<file path="config.mk">
export PLATFORM = sky130hd
export DESIGN_NAME = acc_serial_unit
export DESIGN_NICKNAME = d
export VERILOG_FILES = /design/src/rtl/acc_serial_unit.sv
export SDC_FILE = /design/constraint.sdc
export NUM_CORES = 1
export LEC_CHECK = 0
export ABC_AREA = 1
export CORE_MARGIN = 3
export CORE_UTILIZATION = 61
export DETAILED_ROUTE_END_ITERATION = 7
export PLACE_DENSITY = 0.88
export SETUP_SLACK_MARGIN = 0.5
export SYNTH_ARGS = -nofsm -noshare
export SYNTH_HDL_FRONTEND = slang
export SYNTH_SLANG_ARGS = --single-unit
</file>
<file path="constraint.sdc">
create_clock -name w_CLK -period 4.81 [get_ports w_CLK]
set_input_delay 0.7215 -clock w_CLK [delete_from_list [all_inputs] [get_ports w_CLK]]
set_output_delay 0.7215 -clock w_CLK [all_outputs]
set_load 0.01 [all_outputs]
</file>
<file path="src/rtl/acc_serial_unit.sv">
// Bit-serial accumulator: load/add/sub/neg/shift-right one digit per clock, LSB first.
// Optional sticky overflow flag and w_A_OVF port are built when ACC_OVERFLOW_EN is defined.
module acc_serial_unit #(
    parameter int LINE_LENGTH         = 40,
    parameter int INSTR_FUNCTION_BITS = 6,
    parameter logic [INSTR_FUNCTION_BITS-1:0] INST_LDA = 6'b100000,
    parameter logic [INSTR_FUNCTION_BITS-1:0] INST_ADD = 6'b101100,
    parameter logic [INSTR_FUNCTION_BITS-1:0] INST_SUB = 6'b100110,
    parameter logic [INSTR_FUNCTION_BITS-1:0] INST_NEG = 6'b110110,
    parameter logic [INSTR_FUNCTION_BITS-1:0] INST_SHR = 6'b111110
) (
    input  logic                           w_CLK,
    input  logic                           w_RST,
    input  logic                           w_PARA_ACTION,
    input  logic [0:INSTR_FUNCTION_BITS-1] b_FST,
    input  logic                           w_ACEG,
    input  logic [0:LINE_LENGTH-1]         b_A_DATA_IN,
    output logic [0:LINE_LENGTH-1]         b_A_OUT,
    output logic                           w_A_SIGN,
    output logic                           w_A_ZERO,
    output logic                           w_A_BUSY,
`ifdef ACC_OVERFLOW_EN
    output logic                           w_A_OVF,
`endif
    output logic                           w_A_DONE
);

    localparam int CW = $clog2(LINE_LENGTH);
    localparam logic [CW-1:0] LAST = CW'(LINE_LENGTH - 1);

    typedef enum logic [1:0] {S_IDLE, S_LOAD, S_SHIFT, S_DONE} state_t;

    state_t                         state, state_next;
    logic                           act_low_q;
    logic                           start;
    logic [0:LINE_LENGTH-1]         op_q;
    logic [0:LINE_LENGTH-1]         work_q;
    logic [0:LINE_LENGTH-1]         work_next;
    logic [0:LINE_LENGTH-1]         acc_q;
    logic [0:INSTR_FUNCTION_BITS-1] fst_q;
    logic                           carry_q, carry_next;
    logic [CW-1:0]                  cnt_q;
    logic [CW-1:0]                  shr_idx;
    logic                           is_arith, is_inv, is_shr;
    logic                           o_bit, r_bit;
`ifdef ACC_OVERFLOW_EN
    logic                           ovf_q;
`endif

    // act_low_q remembers "previous sample was low"; resetting it to 1 blocks a start on release.
    assign start = ~act_low_q & ~w_PARA_ACTION;

    always_comb begin
        state_next = state;
        case (state)
            S_IDLE:  if (start) state_next = S_LOAD;
            S_LOAD:  state_next = S_SHIFT;
            S_SHIFT: if (cnt_q == LAST) state_next = S_DONE;
            S_DONE:  state_next = S_IDLE;
            default: state_next = S_IDLE;
        endcase
    end

    always_comb begin
        is_arith   = (fst_q == INST_LDA) || (fst_q == INST_ADD) ||
                     (fst_q == INST_SUB) || (fst_q == INST_NEG);
        is_inv     = (fst_q == INST_SUB) || (fst_q == INST_NEG);
        is_shr     = (fst_q == INST_SHR);
        shr_idx    = (cnt_q == LAST) ? cnt_q : cnt_q + 1'b1;
        o_bit      = is_shr ? op_q[shr_idx] : (op_q[cnt_q] ^ is_inv);
        r_bit      = work_q[cnt_q];
        carry_next = carry_q;
        if (is_arith) begin
            r_bit      = work_q[cnt_q] ^ o_bit ^ carry_q;
            carry_next = (work_q[cnt_q] & o_bit) | (work_q[cnt_q] & carry_q) | (o_bit & carry_q);
        end else if (is_shr) begin
            r_bit = o_bit;
        end
        work_next         = work_q;
        work_next[cnt_q]  = r_bit;
    end

    always_ff @(posedge w_CLK) begin
        if (w_RST) begin
            state     <= S_IDLE;
            act_low_q <= 1'b1;
            op_q      <= '0;
            work_q    <= '0;
            acc_q     <= '0;
            fst_q     <= '0;
            carry_q   <= 1'b0;
            cnt_q     <= '0;
`ifdef ACC_OVERFLOW_EN
            ovf_q     <= 1'b0;
`endif
        end else begin
            state     <= state_next;
            act_low_q <= ~w_PARA_ACTION;
            case (state)
                S_LOAD: begin
                    op_q    <= b_A_DATA_IN;
                    fst_q   <= b_FST;
                    work_q  <= w_ACEG ? '0 : acc_q;
                    carry_q <= (b_FST == INST_SUB) || (b_FST == INST_NEG);
                    cnt_q   <= '0;
                end
                S_SHIFT: begin
                    work_q  <= work_next;
                    carry_q <= carry_next;
                    cnt_q   <= cnt_q + 1'b1;
                    // Commit on the last digit so the new value is visible during DONE.
                    if (cnt_q == LAST) begin
                        acc_q <= work_next;
`ifdef ACC_OVERFLOW_EN
                        if (is_arith && (fst_q != INST_LDA) && (carry_q != carry_next))
                            ovf_q <= 1'b1;
`endif
                    end
                end
                default: ;
            endcase
        end
    end

    assign b_A_OUT  = acc_q;
    assign w_A_SIGN = acc_q[LINE_LENGTH-1];
    assign w_A_ZERO = ~|acc_q;
    assign w_A_BUSY = (state == S_LOAD) || (state == S_SHIFT);
    assign w_A_DONE = (state == S_DONE);
`ifdef ACC_OVERFLOW_EN
    assign w_A_OVF  = ovf_q;
`endif

endmodule
</file>
==> results of run 1 <==
## final cells by class
type | count | area share [%]
clock inverter | 9 | 1.34
sequential | 136 | 29.7
clock buffer | 22 | 5.18
timing repair buffer | 99 | 10.7
multi-input combinational | 828 | 43.8
tap | 168 | 2.30
inverter | 169 | 6.93
## per-stage QoR
step	util (%)	std cells
after floorplan	-	1207
after global placement	70.4	1400
after detailed placement	70.4	1400
after CTS	75.3	1431
after global routing	75.3	1431
final	75.3	1431
## synthesized netlist by cell type, types with 2 or more instances
cell type / instances / area, um2
xor2_1: 2 / 17.5
a211oi_1: 2 / 15.0
o2111ai_1: 2 / 17.5
a31oi_1: 39 / 244
nor2_1: 178 / 668
dfxtp_1: 136 / 2720
nor4_1: 10 / 62.6
buf_4: 4 / 30.0
buf_2: 2 / 10.0
a221oi_1: 2 / 17.5
ha_1: 6 / 75.1
o21ai_2: 2 / 17.5
nand3_1: 78 / 390
a22oi_1: 2 / 15.0
nand4_1: 4 / 25.0
o221ai_1: 2 / 17.5
o211ai_1: 2 / 15.0
inv_1: 156 / 586
buf_1: 3 / 11.3
buf_6: 5 / 56.3
o41ai_1: 3 / 26.3
o21ai_1: 5 / 25.0
inv_2: 12 / 45.0
o21ai_0: 96 / 480
nand2_2: 19 / 119
nand2_1: 225 / 845
clkbuf_1: 59 / 221
nand3_2: 8 / 80.1
nand3_4: 2 / 35.0
o22ai_1: 25 / 156
nor3_1: 3 / 15.0
a21oi_1: 101 / 505
## power groups by stage
stage | clock, uW | combinational (uW) | sequential, uW
2_1_floorplan | 0 | 812 | 1340
3_3_place_gp | 0 | 1020 | 1360
3_5_place_dp | 0 | 1030 | 1360
4_1_cts | 1320 | 1040 | 1340
5_1_grt | 1370 | 1180 | 1350
6_report | 1320 | 1070 | 1340
## final timing paths
path	end	slack [ps]
worst min-delay path	op_q[14]$_SDFFE_PP0P_	490
worst min register to register	op_q[14]$_SDFFE_PP0P_	490
worst max-delay path	b_A_OUT[14]$_SDFFE_PP0P_	860
worst max register to register	b_A_OUT[14]$_SDFFE_PP0P_	860
## routing by layer
layer,wire length [um],vias to the layer above,GRT usage (%)
met5,0,-,0
met4,714,0,13.3
met3,1940,74,6.17
met2,9950,414,49.7
met1,9010,3670,38.9
li1,-,4021,-
## flip-flops by register name (all words and copies together) (netlist names)
signal,flops
b_A_OUT,40
cnt_q,6
fst_q,6
state,2
work_q,40
op_q,40
carry_q,1
act_low_q,1
## kinds of logic (layout without fill, tap and decap cells)
kind of cell    count (synthesis)  count (layout)
compound gates                289             289
xor+xnor                        2               2
fa+ha+maj                       7               7
buf+inv                       243             299
flops                         136             136
simple gates                  530             530
## critical path, stage by stage (launching register included)
cell and delay [ps]:
dfxtp_1 600, inv_2 130, nand3_2 450, o22ai_1 150, o41ai_1 590, nand3_1 150
nor2_1 160, xor2_1 80, o21a_1 200, fa_1 530, nand2_1 80, nand2_2 90
buf_12 210, nand2_1 140, nand2_1 90, nand2_1 60, nand2_1 80, inv_1 40
## cell usage in the layout, fill, tap and decap left out, types with 3 or more instances in the layout
cell type        Yosys  final
a21oi_1            101    101
a31oi_1             39     39
buf_4                4      5
bufinv_16            0      3
clkbuf_16            0     17
clkbuf_8             0      3
clkdlybuf4s50_1      0     92
clkinv_2             0      5
dfxtp_1            136    136
ha_1                 6      5
inv_1              156    155
inv_2               12     13
nand2_1            225    225
nand2_2             19     19
nand3_1             78     78
nand3_2              8      8
nand4_1              4      4
nor2_1             178    176
nor3_1               3      3
nor4_1              10     10
o21ai_0             96     96
o21ai_1              5      5
o22ai_1             25     25
o41ai_1              3      3
==> results.json, run 1 <==
{
  "htree_levels": 4,
  "dieArea_mm2": 0.0140,
  "p_leak_uw": 0.00363,
  "setup_slack_ps": 856,
  "status": "completed",
  "synth_cell_types": 44,
  "timing.final.crit_share_pct": 82.2,
  "area_delta_synth_final_pct": 19.0,
  "synth_top_family_by_area": "simple AND/OR/NAND/NOR gates",
  "drc": 0,
  "worstSetupStartpointType": "flop",
  "pwr-share-clk_pct": 35.4,
  "vias": 8179,
  "yosys.area_share.adder_pct": 1.24,
  "initial_core_util_pct": 63.3,
  "cts_buffers": 17,
  "ant_nets": 0,
  "reg2reg_depth": 17,
  "p_sw_uw": 1320,
  "multi_input_area_mm2": 0.00401,
  "cts_tree": "yes",
  "muxShareOfSynthArea_pct": 0,
  "syn_avg_cell_area_um2": 6.37,
  "holdWs_ps": 492,
  "ios": 94,
  "viasPerCell": 5.72,
  "grt_max_degree": 88,
  "synthArstFlopShare_pct": 0,
  "synthCells": 1207,
  "whs_path_depth": 2,
  "hold_path.class": "reg2reg",
  "p_sw_share_pct": 35.5,
  "grt_pass1_wl_um": 35400,
  "fp.coreArea_mm2": 0.0122,
  "fill_cells": 968,
  "overflow": 0,
  "row_count": 40,
  "clkTransAtPathRegs_ps": 60,
  "worstSetupPathType": "reg2reg",
  "fin_area_mm2": 0.00916,
  "diodes": 0,
  "die_w_um": 118,
  "place_area_mm2": 0.00856,
  "pre_cts_ws_ps": 1040,
  "nets": 1308,
  "grt_pass1_vias": 7523,
  "regArea_mm2": 0.00272,
  "worst_pin_slew_ps": 1130,
  "min_from": "op_q[14]$_SDFFE_PP0P_",
  "slew_violations": 0,
  "synthXorXnorAreaFrac_pct": 0.228,
  "totalWireLength_um": 21600,
  "clockBufferDepth": 2,
  "synth_flop_cell": "dfxtp_1",
  "setup_violations": 0,
  "synth_compound_area_share_pct": 20.8,
  "yosysSeqAreaShare_pct": 35.4,
  "antenna_found_initial": 0,
  "max_freq_mhz": 253,
  "p_seq_share_pct": 36.0,
  "comb_power_share_pct": 28.7,
  "cts_sinks": 136,
  "finalClockSkew_ps": 6.95,
  "drt_iter0_drc": 973,
  "yosys_warnings": 0,
  "clkLatencyLatePin_ps": 430,
  "netlist_area_mm2": 0.00769,
  "clk_root_buffer_cell": "clkbuf_16",
  "yosys_register_bits": 136,
  "drive_above_1_share_pct": 6.81,
  "cap_violations": 0,
  "grt_setup_unrepaired": "false",
  "synth_fp_nets": 1264,
  "synth_edf_count": 0,
  "arrival_ps": 4280,
  "hpwl_um": 13900,
  "finalPower_uw": 3730,
  "synth-simple-area-share_pct": 29.6,
  "portBuffers": 93,
  "dr.pass1.iters": 8,
  "hold_viol_final": 0,
  "power_density_mw_per_mm2": 408,
  "cts_hold_buf": 0,
  "cts_setup_buffers": 0,
  "slew-limit-headroom_pct": 24.8,
  "irDropWorstVdd_uv": 342,
  "regToRegStartpoint": "cnt_q[2]$_SDFFE_PP0P_",
  "cts_resized": 0,
  "gp_congestion": 0.942,
  "crit_path_end_kind": "flop",
  "startpoint": "cnt_q[2]$_SDFFE_PP0P_",
  "tns_ps": 0,
  "internal_power_uw": 2410,
  "die-height_um": 118,
  "wl_per_cell_um": 15.1,
  "timing.final.crit_period_ps": 3950,
  "worstPathMaxFanout": 39,
  "worstPathRequired_ps": 5130,
  "grt_util_all_layers_pct": 30.4
}
Note: power is estimated with default switching activity, not from simulation.
==> inputs of run 2 (changes only) <==
--- a/config.mk
+++ b/config.mk
@@ -7,9 +7,9 @@
 export LEC_CHECK = 0
 export ABC_AREA = 1
 export CORE_MARGIN = 3
-export CORE_UTILIZATION = 61
+export CORE_UTILIZATION = 56
 export DETAILED_ROUTE_END_ITERATION = 7
-export PLACE_DENSITY = 0.88
+export PLACE_DENSITY = 0.82
 export SETUP_SLACK_MARGIN = 0.5
 export SYNTH_ARGS = -nofsm -noshare
 export SYNTH_HDL_FRONTEND = slang
==> constraint.sdc (replaced) <==
create_clock -name w_CLK -period 4.13 [get_ports w_CLK]
set_input_delay 0.6195 -clock w_CLK [delete_from_list [all_inputs] [get_ports w_CLK]]
set_output_delay 0.6195 -clock w_CLK [all_outputs]
set_load 0.01 [all_outputs]
==> results.json, run 2 (synthesized netlist as in run 1, its figures left out) <==
{
  "status": "completed",
  "clkLatencyLatePin_ps": 420,
  "vias": 8302,
  "timing.final.crit_period_ps": 3560,
  "crit_chain": "buf_4 -> nand3_4 -> inv_1 -> a22o_1 -> o41ai_1 -> nand2_1 -> nor2_1 -> xor2_1 -> o21a_1 -> fa_1 -> nand2_1 -> nand2_4 -> buf_6 -> nand2_1 -> nand2_1 -> nand2_1 -> nand2_1 -> inv_1",
  "ios": 94,
  "crit_path_end_kind": "flop",
  "worstSetupPathType": "reg2reg",
  "wl_per_cell_um": 15.5,
  "hpwl_um": 14200,
  "grt_max_degree": 88,
  "cpMostUsedCell": "nand2_1",
  "portBuffers": 93,
  "viasPerCell": 5.72,
  "ant_nets": 0,
  "hold_viol_final": 0,
  "p_seq_share_pct": 36.4,
  "nets": 1321,
  "cap_violations": 0,
  "diodes": 0,
  "totalWireLength_um": 22500,
  "irDropWorstVdd_uv": 284,
  "drive_above_1_share_pct": 7.84,
  "timing.final.crit_share_pct": 86.2,
  "grt_pass1_wl_um": 35200,
  "tns_ps": 0,
  "antenna_found_initial": 0,
  "gp_congestion": 0.946,
  "cts_tree": "yes",
  "area_delta_synth_final_pct": 21.1,
  "grt_util_all_layers_pct": 29.0,
  "p_sw_share_pct": 36.9,
  "finalPower_uw": 4290,
  "worstPathMaxFanout": 18,
  "dieArea_mm2": 0.0152,
  "die_w_um": 123,
  "final_util_pct": 69.8,
  "dr.pass1.iters": 6,
  "max_freq_mhz": 281,
  "grt_setup_unrepaired": "false",
  "final_common_cell": "nand2_1",
  "worst-path-buf-inv": 4,
  "fp.coreArea_mm2": 0.0133,
  "slew-limit-headroom_pct": 30.7,
  "fin_area_mm2": 0.00932,
  "fill_cells": 1146,
  "power_density_mw_per_mm2": 460,
  "drc": 0,
  "worstPathRequired_ps": 4450,
  "comb_power_share_pct": 32.0,
  "initial_core_util_pct": 57.6,
  "htree_levels": 4,
  "clk_root_buffer_cell": "clkbuf_16",
  "slew_violations": 0,
  "grt_pass1_vias": 7353,
  "worst_pin_slew_ps": 1040,
  "hold_path.class": "reg2reg",
  "cpPeakStageDelay_ps": 550,
  "finalClockSkew_ps": 7.32,
  "drt_iter0_drc": 1075,
  "cts_hold_buf": 0,
  "final_cell_mix": "225 x nand2_1, 175 x nor2_1, 154 x inv_1, 133 x dfxtp_1, 101 x a21oi_1",
  "pwr-share-clk_pct": 31.7,
  "clockBufferDepth": 2,
  "setup_violations": 0,
  "internal_power_uw": 2710,
  "p_leak_uw": 0.00369,
  "die-height_um": 123,
  "cts_buffers": 17,
  "arrival_ps": 3880,
  "place_area_mm2": 0.00862,
  "worstSetupStartpointType": "flop",
  "cp_top_family": "simple AND/OR/NAND/NOR gates",
  "clkTransAtPathRegs_ps": 60,
  "cp_slowest_cell": "fa_1",
  "row_count": 42,
  "p_sw_uw": 1580,
  "cts_sinks": 136,
  "overflow": 0
}
## run 2: changes by cell type in the layout (fill, tap and decap cells not counted), sizes merged
cell,delta
buf,+11
bufinv,-3
clkbuf,+8
clkinv,-2
clkinvlp,-1
## run 2: worst paths after layout
| path | from | endpoint | slack [ps] | cells after the start |
|---|---|---|---|---|
| worst max-delay path | cnt_q[0]$_SDFFE_PP0P_ | b_A_OUT[21]$_SDFFE_PP0P_ | 570 | 18 |
| worst min-delay path | op_q[10]$_SDFFE_PP0P_ | op_q[10]$_SDFFE_PP0P_ | 480 | 2 |
| worst max register to register | cnt_q[0]$_SDFFE_PP0P_ | b_A_OUT[21]$_SDFFE_PP0P_ | 570 | 18 |
| worst min register to register | op_q[10]$_SDFFE_PP0P_ | op_q[10]$_SDFFE_PP0P_ | 480 | 2 |
## run 2: power by group through the flow
stage / Combinational [uW] / Sequential, uW / Clock [uW]
after global routing: 1500 / 1570 / 1410
after CTS: 1250 / 1560 / 1360
after detailed placement: 1240 / 1580 / 0
after floorplan: 945 / 1560 / 0
after global placement: 1220 / 1580 / 0
final: 1370 / 1560 / 1360
## run 2: cell type report
type                            count  area [um2]  area share [%]
Clock buffer                       28         507            5.44
Clock inverter                      3        15.0           0.161
Inverter                          169         634            6.81
Multi-Input combinational cell    828        4090            43.9
Sequential cell                   136        2730            29.3
Tap cell                          176         220            2.36
Timing Repair Buffer              112        1120            12.0
## run 2: routing by layer
layer | global-route usage (%) | vias up | share of wire, %
met4 | 11.5 | 0 | 2.9
met1 | 38.2 | 3767 | 42
met3 | 6.54 | 62 | 9.0
met2 | 46.1 | 424 | 46
li1 | - | 4049 | -
met5 | 0 | - | 0
## run 2: stage by stage
step	hold WS [ps]	instances	setup slack (ps)
final	476	1452	570
after CTS	476	1446	528
after detailed placement	467	1415	377
after floorplan	446	1207	1100
after global routing	512	1452	463
after global placement	464	1415	467
## run 2: timing repair
action / 4_1_cts / 5_1_grt
gates cloned: 0 / 3
setup endpoints to repair: 78 / 78
pin swaps: 0 / 1
resized for setup: 5 / 14
buffers inserted: 0 / 3
## run 2: tightest hold or removal path, stage by stage (launching register included)
cell and delay [ps]:
dfxtp_1 310, inv_1 60, a21oi_1 60
